===== config.mk =====
export PLATFORM = sky130hd
export DESIGN_NAME = display_receiver_flat
export DESIGN_NICKNAME = d
export VERILOG_FILES = /design/src/rtl/display_receiver_pkg.sv /design/src/rtl/display_receiver_if.sv /design/src/rtl/display_rx_sync.sv /design/src/rtl/display_receiver.sv /design/src/flat_wrapper.sv
export SDC_FILE = /design/constraint.sdc
export NUM_CORES = 1
export LEC_CHECK = 0
export CAP_MARGIN = 20
export CORE_ASPECT_RATIO = 0.9
export CORE_MARGIN = 1
export CORE_UTILIZATION = 51
export CTS_CLUSTER_DIAMETER = 30
export CTS_CLUSTER_SIZE = 30
export DETAILED_ROUTE_END_ITERATION = 16
export PLACE_DENSITY = 0.86
export SLEW_MARGIN = 30
export SYNTH_ARGS = -nofsm -noshare
export SYNTH_HDL_FRONTEND = slang
export SYNTH_SLANG_ARGS = --single-unit
export TNS_END_PERCENT = 100

===== constraint.sdc =====
create_clock -name internal_clock -period 2.25 [get_ports internal_clock]
set_clock_uncertainty 0.2 [all_clocks]
set_input_delay 0.5625 -clock internal_clock [delete_from_list [all_inputs] [get_ports internal_clock]]
set_output_delay 0.5625 -clock internal_clock [all_outputs]
set_load 0.03 [all_outputs]

===== src/rtl/display_receiver_pkg.sv =====
// Shared definitions for the display link: FSM encoding and default frame geometry/timeout.
// Also used by the display transmitter so both ends agree on WORDS and timeout defaults.
package display_receiver_pkg;

  typedef enum logic [1:0] {
    IDLE  = 2'd0,
    SHIFT = 2'd1,
    DONE  = 2'd2
  } rx_state_t;

  localparam int DEFAULT_WORDS          = 4;
  localparam int DEFAULT_TIMEOUT_CYCLES = 8191;
  localparam int IDLE_CNT_W             = 13;

  function automatic logic nibble_invalid(input logic [3:0] nibble);
    return nibble > 4'd9;
  endfunction

endpackage


===== src/rtl/display_receiver_if.sv =====
// Serial display link plus decoded frame outputs; master = transmitter/consumer side, slave = receiver.
interface display_receiver_if
  import display_receiver_pkg::*;
#(
  parameter int WORDS = DEFAULT_WORDS
);

  logic                 DATA_CLOCK_SIGNAL;
  logic                 ENABLE_SIGNAL;
  logic                 VALUE_SIGNAL;
  logic [4*WORDS-1:0]   VALUE_BCD;
  logic                 FRAME_VALID;
  logic                 FRAME_ERROR;
  logic                 DIGIT_ERROR;

  modport master (
    output DATA_CLOCK_SIGNAL, ENABLE_SIGNAL, VALUE_SIGNAL,
    input  VALUE_BCD, FRAME_VALID, FRAME_ERROR, DIGIT_ERROR
  );

  modport slave (
    input  DATA_CLOCK_SIGNAL, ENABLE_SIGNAL, VALUE_SIGNAL,
    output VALUE_BCD, FRAME_VALID, FRAME_ERROR, DIGIT_ERROR
  );

endinterface


===== src/rtl/display_rx_sync.sv =====
// Two-flop synchronizer for one asynchronous bit; clears to 0 on reset.
module display_rx_sync (
  input  logic clk,
  input  logic rst,
  input  logic async_bit,
  output logic sync_bit
);

  logic meta;

  always_ff @(posedge clk or posedge rst) begin
    if (rst) begin
      meta     <= 1'b0;
      sync_bit <= 1'b0;
    end else begin
      meta     <= async_bit;
      sync_bit <= meta;
    end
  end

endmodule


===== src/rtl/display_receiver.sv =====
// Serial BCD display receiver: samples on falling DATA_CLOCK edges, frames by ENABLE, flags short/long/stalled frames.
// Optional nibble range check built only when DISPLAY_RX_BCD_CHECK_EN is defined.
module display_receiver
  import display_receiver_pkg::*;
#(
  parameter int WORDS          = DEFAULT_WORDS,
  parameter int TIMEOUT_CYCLES = DEFAULT_TIMEOUT_CYCLES
) (
  input  logic               internal_clock,
  input  logic               rst,
  display_receiver_if.slave  bus
);

  localparam int NBITS = 4 * WORDS;
  localparam int BW    = $clog2(NBITS);
  localparam logic [BW-1:0]         LAST_BIT = BW'(NBITS - 1);
  localparam logic [IDLE_CNT_W-1:0] TMO      = IDLE_CNT_W'(TIMEOUT_CYCLES);

  logic dclk_s, en_s, val_s;
  logic dclk_d;
  logic fall;

  display_rx_sync u_sync_dclk (.clk(internal_clock), .rst(rst), .async_bit(bus.DATA_CLOCK_SIGNAL), .sync_bit(dclk_s));
  display_rx_sync u_sync_en   (.clk(internal_clock), .rst(rst), .async_bit(bus.ENABLE_SIGNAL),     .sync_bit(en_s));
  display_rx_sync u_sync_val  (.clk(internal_clock), .rst(rst), .async_bit(bus.VALUE_SIGNAL),      .sync_bit(val_s));

  assign fall = dclk_d & ~dclk_s;

  rx_state_t             state, state_nxt;
  logic [BW-1:0]         bit_cnt;
  logic [BW-1:0]         bit_pos;
  logic [IDLE_CNT_W-1:0] idle_cnt;
  logic [NBITS-1:0]      shreg;
  logic [NBITS-1:0]      value_bcd;
  logic                  frame_valid;
  logic                  frame_error;
  // drain: a frame just completed and ENABLE has not yet been seen low; ovr: overrun already reported
  logic                  drain, drain_nxt;
  logic                  ovr, ovr_nxt;
  logic                  capture, abort, load, ovr_err;

  // Nibbles arrive MSB first, so the low two bits of the position are the bit counter's complemented.
  assign bit_pos = bit_cnt ^ BW'(3);

  always_ff @(posedge internal_clock or posedge rst) begin
    if (rst) begin
      state <= IDLE;
    end else begin
      state <= state_nxt;
    end
  end

  always_comb begin
    state_nxt = state;
    drain_nxt = drain;
    ovr_nxt   = ovr;
    capture   = 1'b0;
    abort     = 1'b0;
    load      = 1'b0;
    ovr_err   = 1'b0;
    case (state)
      IDLE: begin
        if (drain) begin
          if (!en_s) begin
            drain_nxt = 1'b0;
            ovr_nxt   = 1'b0;
          end else if (fall && !ovr) begin
            ovr_err = 1'b1;
            ovr_nxt = 1'b1;
          end
        end else if (fall && en_s) begin
          capture   = 1'b1;
          state_nxt = SHIFT;
        end
      end
      SHIFT: begin
        if (fall) begin
          if (en_s) begin
            capture = 1'b1;
            if (bit_cnt == LAST_BIT) begin
              state_nxt = DONE;
            end
          end else begin
            abort     = 1'b1;
            state_nxt = IDLE;
          end
        end else if (idle_cnt == TMO) begin
          abort     = 1'b1;
          state_nxt = IDLE;
        end
      end
      DONE: begin
        load      = 1'b1;
        drain_nxt = 1'b1;
        state_nxt = IDLE;
      end
      default: begin
        state_nxt = IDLE;
      end
    endcase
  end

  always_ff @(posedge internal_clock or posedge rst) begin
    if (rst) begin
      dclk_d      <= 1'b0;
      bit_cnt     <= '0;
      idle_cnt    <= '0;
      shreg       <= '0;
      value_bcd   <= '0;
      frame_valid <= 1'b0;
      frame_error <= 1'b0;
      drain       <= 1'b0;
      ovr         <= 1'b0;
    end else begin
      dclk_d      <= dclk_s;
      drain       <= drain_nxt;
      ovr         <= ovr_nxt;
      frame_valid <= load;
      frame_error <= abort | ovr_err;

      if (capture) begin
        shreg[bit_pos] <= val_s;
      end

      if (state_nxt != SHIFT) begin
        bit_cnt <= '0;
      end else if (capture) begin
        bit_cnt <= bit_cnt + 1'b1;
      end

      if (state_nxt != SHIFT || fall) begin
        idle_cnt <= '0;
      end else begin
        idle_cnt <= idle_cnt + 1'b1;
      end

      if (load) begin
        value_bcd <= shreg;
      end
    end
  end

  assign bus.VALUE_BCD   = value_bcd;
  assign bus.FRAME_VALID = frame_valid;
  assign bus.FRAME_ERROR = frame_error;

`ifdef DISPLAY_RX_BCD_CHECK_EN
  logic bad_digit;
  logic digit_error;

  always_comb begin
    bad_digit = 1'b0;
    for (int i = 0; i < WORDS; i++) begin
      if (nibble_invalid(shreg[4*i +: 4])) begin
        bad_digit = 1'b1;
      end
    end
  end

  always_ff @(posedge internal_clock or posedge rst) begin
    if (rst) begin
      digit_error <= 1'b0;
    end else if (load) begin
      digit_error <= bad_digit;
    end
  end

  assign bus.DIGIT_ERROR = digit_error;
`else
  assign bus.DIGIT_ERROR = 1'b0;
`endif

endmodule


===== src/flat_wrapper.sv =====
// flat-port wrapper written by rule: the top's interface ports become plain ports
module display_receiver_flat import display_receiver_pkg::*;
#(
  parameter int WORDS          = DEFAULT_WORDS,
  parameter int TIMEOUT_CYCLES = DEFAULT_TIMEOUT_CYCLES
)
  (internal_clock, rst, bus_DATA_CLOCK_SIGNAL, bus_ENABLE_SIGNAL, bus_VALUE_SIGNAL, bus_VALUE_BCD, bus_FRAME_VALID, bus_FRAME_ERROR, bus_DIGIT_ERROR);
  display_receiver_if #(.WORDS(WORDS)) bus_i ();
  input  logic internal_clock;
  input  logic rst;
  input wire logic [$bits(bus_i.DATA_CLOCK_SIGNAL)-1:0] bus_DATA_CLOCK_SIGNAL;
  input wire logic [$bits(bus_i.ENABLE_SIGNAL)-1:0] bus_ENABLE_SIGNAL;
  input wire logic [$bits(bus_i.VALUE_SIGNAL)-1:0] bus_VALUE_SIGNAL;
  output wire logic [$bits(bus_i.VALUE_BCD)-1:0] bus_VALUE_BCD;
  output wire logic [$bits(bus_i.FRAME_VALID)-1:0] bus_FRAME_VALID;
  output wire logic [$bits(bus_i.FRAME_ERROR)-1:0] bus_FRAME_ERROR;
  output wire logic [$bits(bus_i.DIGIT_ERROR)-1:0] bus_DIGIT_ERROR;
  assign bus_i.DATA_CLOCK_SIGNAL = bus_DATA_CLOCK_SIGNAL;
  assign bus_i.ENABLE_SIGNAL = bus_ENABLE_SIGNAL;
  assign bus_i.VALUE_SIGNAL = bus_VALUE_SIGNAL;
  assign bus_VALUE_BCD = bus_i.VALUE_BCD;
  assign bus_FRAME_VALID = bus_i.FRAME_VALID;
  assign bus_FRAME_ERROR = bus_i.FRAME_ERROR;
  assign bus_DIGIT_ERROR = bus_i.DIGIT_ERROR;
  display_receiver #(.WORDS(WORDS), .TIMEOUT_CYCLES(TIMEOUT_CYCLES)) u_core (.internal_clock(internal_clock), .rst(rst), .bus(bus_i));
endmodule

# Word-level counts from Yosys, hierarchy flattened
# Cells that the tools add are included.
word_totals:
  ff_bits: 62
  inputBits: 5
  out_inout_bits: 19
  wordCells: 70
classes:
  addsub: 2
  n_lt_le_gt_ge: 2
  n_eq_ne: 6
  muxes: 31
  bitwise_logic: 4
  reduce_logical: 9
op_table:
  columns: ["operator", "n"]
  rows:
  - ["$mux W1", 17]
  - ["$bwmux W16", 1]
  - ["$add A13 B1 Y13 const B", 1]
  - ["$eq A13 B13 Y1 const B", 1]
  - ["$mux W13", 1]
  - ["$mux W2", 6]
  - ["$mux W4", 2]
  - ["$lt A4 B5 Y1 const B", 1]
  - ["$add A4 B1 Y4 const B", 1]
  - ["$demux W1 S4", 1]
  - ["$eq A4 B4 Y1 const B", 1]
  - ["$ge A4 B1 Y1 const B", 1]
  - ["$ne A2 B1 Y1 const B", 2]
  - ["$pmux W1 S2", 2]
  - ["$pmux W2 S2", 1]
  - ["$reduce_bool A2 Y1", 2]
  - ["$logic_and A1 B1 Y1", 3]
  - ["$reduce_and A3 Y1", 1]
  - ["$eq A2 B1 Y1 const B", 1]
  - ["$eq A2 B2 Y1 const B", 1]
  - ["$logic_not A2 Y1", 1]
  - ["$not A2 Y2", 1]
  - ["$and A1 B1 Y1", 1]
  - ["$logic_not A1 Y1", 1]
  - ["other kinds (3)", 3]

# Longest topological paths before layout
depth:
  word_depth: 9
  mapped_depth: 7

# Cells and area by module
# Synthesis repeated with hierarchy kept, for this count alone.
unflattened:
  cells_unflattened: 214
  hier_area_um2: 2658.8
modules_own_cells:
  columns: ["module", "n_inst", "cells_each", "area_each_um2", "seq_area_each_um2"]
  rows:
  - ["display_receiver", 1, 205, 2497.4, 1401.3]
  - ["display_rx_sync", 3, 3, 53.8, 50.0]

# Least setup slack after synthesis
# No wires, ideal clock.
synth_path:
  kind: "flip-flop to flip-flop"
  from: "reg u_core.idle_cnt[0]"
  to: "reg u_core.state[0]"
  setup_time_ns: 0.141
  t_arrival_ns: 1.514
  path_slack_ns: 0.395
  stages_incl_launch_ff: 8
  n_path_buf: 2
  path_cell_list: "dfrtp_1 -> ha_1 -> nand4_2 -> nor4_4 -> a211o_1 -> buf_6 -> buf_8 -> nand2_1"
synth_via:
  elab_chain_cells: 4
synth_lines:
  columns: ["element", "line_no", "text"]
  rows:
  - ["start, declared", "display_receiver.sv:32", "logic [IDLE_CNT_W-1:0] idle_cnt;"]
  - ["start signal, assigned", "display_receiver.sv:134", "idle_cnt <= idle_cnt + 1'b1;"]
  - ["$eq A13 B13 Y1", "display_receiver.sv:87", "end else if (idle_cnt == TMO) begin"]
  - ["$mux W2", "display_receiver.sv:87", null]
  - ["$mux W2", "display_receiver.sv:77", "if (fall) begin"]
  - ["$pmux W2 S2", "display_receiver.sv:61", "case (state)"]
  - ["net u_core.state_nxt[0]", "display_receiver.sv:29", "rx_state_t state, state_nxt;"]
  - ["end signal, assigned", "display_receiver.sv:49", "state <= state_nxt;"]
  - ["end, declared", "display_receiver.sv:29", null]
# The timed path passes the listed nets, and every way through them passes these cells.
# A chain may end at the register's enable or synchronous reset.

# Worst setup path after layout
layout_path:
  from: "reg u_core.value_bcd[13] (netlist: u_core.bus.VALUE_BCD[13])"
  to: "out bus_VALUE_BCD[13]"
layout_rtl:
  columns: ["element", "line_no", "text"]
  rows:
  - ["start, declared", "display_receiver.sv:34", "logic [NBITS-1:0] value_bcd;"]
  - ["start signal, assigned", "display_receiver.sv:138", "value_bcd <= shreg;"]
  - ["end, declared", "flat_wrapper.sv:14", "output wire logic [$bits(bus_i.VALUE_BCD)-1:0] bus_VALUE_BCD;"]
# No word-level cell between the ends.

==> metrics.md <==
| Metric | Value |
|---|---|
| Number of cells on the worst reg-to-reg path | `6` |
| Synthesized net count | `219` |
| Relative slew slack | `54.9%` |
| Area Growth Syn to Fin | `17.8%` |
| Routed wire length on met3 | `approximately 170 um` |
| Post-CTS setup repair buffer count | `0` |
| Depth of the critical timing path with buffers and inverters included | `1` |
| Count of flip-flops with a built-in enable after synthesis | `0` |
| Area of the core region | `0.00492 mm^2` |
| Final-report max-slew violation count | `0` |
| Number of max-capacitance violations reported | `0` |
| Iteration-0 DRC count of the detailed router | `95` |
| Vertical extent of the die | `~70 um` |
| Via count of the routed design | `1617` |
| Highest-count cells in the layout ignoring fill and taps | `sky130_fd_sc_hd__dfrtp_1, sky130_fd_sc_hd__mux2_2, sky130_fd_sc_hd__clkdlybuf4s50_1` |
| Number of placed I/O pins | `24` |
| Critical-path maximum fanout | `2` |
| Clock-pin transition on the worst setup and hold timing paths | `0.06 ns` |
| Final weighted congestion in routability-driven placement | `0.807` |
| Die area | `0.00550 mm^2` |
| Final setup fails | `0` |
| Number of iterations in the first detailed-routing pass | `4` |
| Pwr Total | `0.00223 W` |
| Total Neg Setup Slack | `0 ns` |
| Share of cells above drive strength 1 | `23.7%` |
| Post-route cell area | `0.00313 mm^2` |
| Area taken by flip-flops and latches | `0.00155 mm^2` |
| Filler cells | `372` |
| Routed wirelength normalized by instance count | `14.0 um` |
| # diodes | `0` |
| Initial Utilization | `53.9%` |
| Met2 layer wire length in the routed design | `1.97 mm` |
| Time the final worst path needs with I/O delays and setup | `2.14 ns` |
| Highest metal used | `met4` |
| Netlist area before placement | `0.00266 mm^2` |
| Number of nets in the layout | `246` |
| Sequential share of the synthesized area | `58.4%` |
| Remaining global-route overflow | `0` |
| Remaining routing DRC violations | `0` |
| H-tree lvl count | `3` |
| Number of buffer and inverter stages on the critical path | `1` |
| Count of synthesis-stage warnings from yosys | `0` |
| Post-CTS Hold Fix Bufs | `0` |
| Worst hold stages | `0` |
| Wire length of the first global-routing pass | `7.71 mm` |
| Number of buffers created by CTS | `9` |
| Placement Rows | `24` |
| Share of synthesized flip-flops with an asynchronous set or reset | `100%` |
| Post-Synthesis Cells | `209` |
| Power density normalized to cell area | `around 710 mW/mm^2` |
| CTS tree | `built` |
| Placed instance area | `0.00293 mm^2` |
| Multi-input gate area in the final layout | `about 0.001 mm^2` |
| Non-filler instance count after layout | `306` |
| Number of buffers inserted by port buffering | `22` |
| Clk sinks | `a little over 60` |
| Skew-Pair Late Insertion Delay | `0.34 ns` |
| Data arrival at the endpoint of the critical path | `1.37 ns` |
| Routed met1 length | `slightly above 2 mm` |
| Class of the most critical setup path | `register to output pin` |
| Total wire length | `4.30 mm` |
| Pin count of the biggest net entering global routing | `63` |
| Detail Placement HPWL | `2.89 mm` |
| Stage delay of the slowest cell on the critical path | `around 0.67 ns` |
| Critical path, cell by cell | `clkdlybuf4s50_1` |
| Cell at the slowest stage of the critical path | `sky130_fd_sc_hd__clkdlybuf4s50_1` |
| Post-synthesis register bit count | `62` |
| CP endpoint kind | `output pin` |
| Finished Core Util | `63.5%` |
| Most common library cell in the layout ignoring fill and taps | `sky130_fd_sc_hd__dfrtp_1` |
| Via count of the first global-routing pass | `approximately 1600` |
| RSZ-0062 raised after global routing | `no` |
| Reported leakage power | `about 1.4 nW` |
| Global routing usage summed across all routing layers | `19.1%` |
| Number of nets still failing antenna checks after routing | `0` |
| Share of the cycle needed by the critical path after routing | `94.9%` |
| Per-instance average area after synthesis | `12.7 um^2` |
| Worst hold path class | `register to register` |
| Largest delay contributor family on the critical path | `buffers and inverters` |
| Cells resized by post-CTS repair | `0` |
| Cell chosen for the clock root | `sky130_fd_sc_hd__clkbuf_8` |
| Type of element launching the critical path | `register` |
| Slew of the pin with the lowest slew margin | `about 0.67 ns` |
| Worst vdd rail ir drop | `0.000672 V` |
| Data required time at the worst endpoint | `1.49 ns` |
| Number of buffers on the longest clock path | `2` |
| Cell variety after synth | `33` |
| Commonest register cell after synthesis | `sky130_fd_sc_hd__dfrtp_1` |
| Via density per instance | `~5.3` |
| Antenna violations before repair | `0` |
| DP Cell Count | `290` |
| FMAX | `roughly 470 MHz` |
| Outcome | `finished, final reports clean` |
| Hold Vio Cnt, Final | `0` |
| Die width | `78.1 um` |
==> per-layer routing <==
| metal | up-vias | global-route usage (%) |
|---|---|---|
| li1 | 769 | - |
| met1 | 796 | 26.5 |
| met2 | 41 | 27.1 |
| met3 | 11 | 4.71 |
| met4 | 0 | 11.7 |
| met5 | - | 0 |
==> registers in the layout, summed over array words and instances, names as in the netlist, 2 cells and up <==
signal and flops:
u_core.state 2, u_core.bus.VALUE_BCD 16, u_core.bit_cnt 4, u_core.idle_cnt 13, u_core.shreg 16
==> area by class of cell <==
type                    count  share of cell area (%)
well taps                  65                    2.60
inverters                   9                    1.20
clock buffers              12                    4.96
flip-flops and latches     62                    49.6
repair buffers             25                    8.16
multi-input cells         129                    32.0
clock inverters             4                    1.44
==> report_power, final <==
part	switching [W]	total, W	internal, W
Sequential	0.0000245	0.00117	0.00114
Clock	0.000406	0.000972	0.000566
Combinational	0.0000592	0.0000982	0.0000390
==> metrics by stage <==
stage                     setup WS [ns]  hold slack [ns]
after floorplan                   0.395            0.131
after global placement            0.261            0.133
after detailed placement          0.159            0.142
after CTS                         0.103            0.166
after global routing             0.0180            0.174
final                             0.115            0.160
==> cells by family after synthesis <==
kind of cell | Yosys count | synth area share (%)
compound gates | 10 | 2.54
xor+xnor | 13 | 4.29
fa+ha+maj | 5 | 2.36
buf+inv | 18 | 3.86
flops | 62 | 58.4
mux | 33 | 13.9
other cells | 1 | 0.141
simple gates | 67 | 14.5
==> cell usage after synthesis (all sizes together), types with 2 or more instances <==
cell     n  area share [%]
a21oi    3            0.57
buf      8             2.4
dfrtp   62              58
ha       5             2.4
inv      9             1.3
mux2    32              14
nand2    9             1.3
nand2b   3            0.71
nand3   16             3.0
nand4    6             1.6
nor2    18             2.8
nor2b    5             1.2
nor3     4            0.75
nor3b    2            0.75
nor4     3             1.3
o21ai    3            0.57
xnor2   11             3.6
xor2     2            0.66
==> final timing paths <==
| check | from | to | slack [ns] |
|---|---|---|---|
| min in group asynchronous | rst | u_core.bus.FRAME_ERROR$_DFF_PP0_ | 0.45 |
| max | u_core.bus.VALUE_BCD[13]$_DFFE_PP0P_ | bus_VALUE_BCD[13] | 0.11 |
| max reg2reg | u_core.idle_cnt[0]$_DFF_PP0_ | u_core.state[0]$_DFF_PP0_ | 0.15 |
| min reg2reg | u_core.u_sync_en.meta$_DFF_PP0_ | u_core.u_sync_en.sync_bit$_DFF_PP0_ | 0.16 |
| min | u_core.u_sync_en.meta$_DFF_PP0_ | u_core.u_sync_en.sync_bit$_DFF_PP0_ | 0.16 |
| max in group asynchronous | rst | u_core.bit_cnt[3]$_DFFE_PP0P_ | 1.14 |
Power figures use the tool's default switching activity.
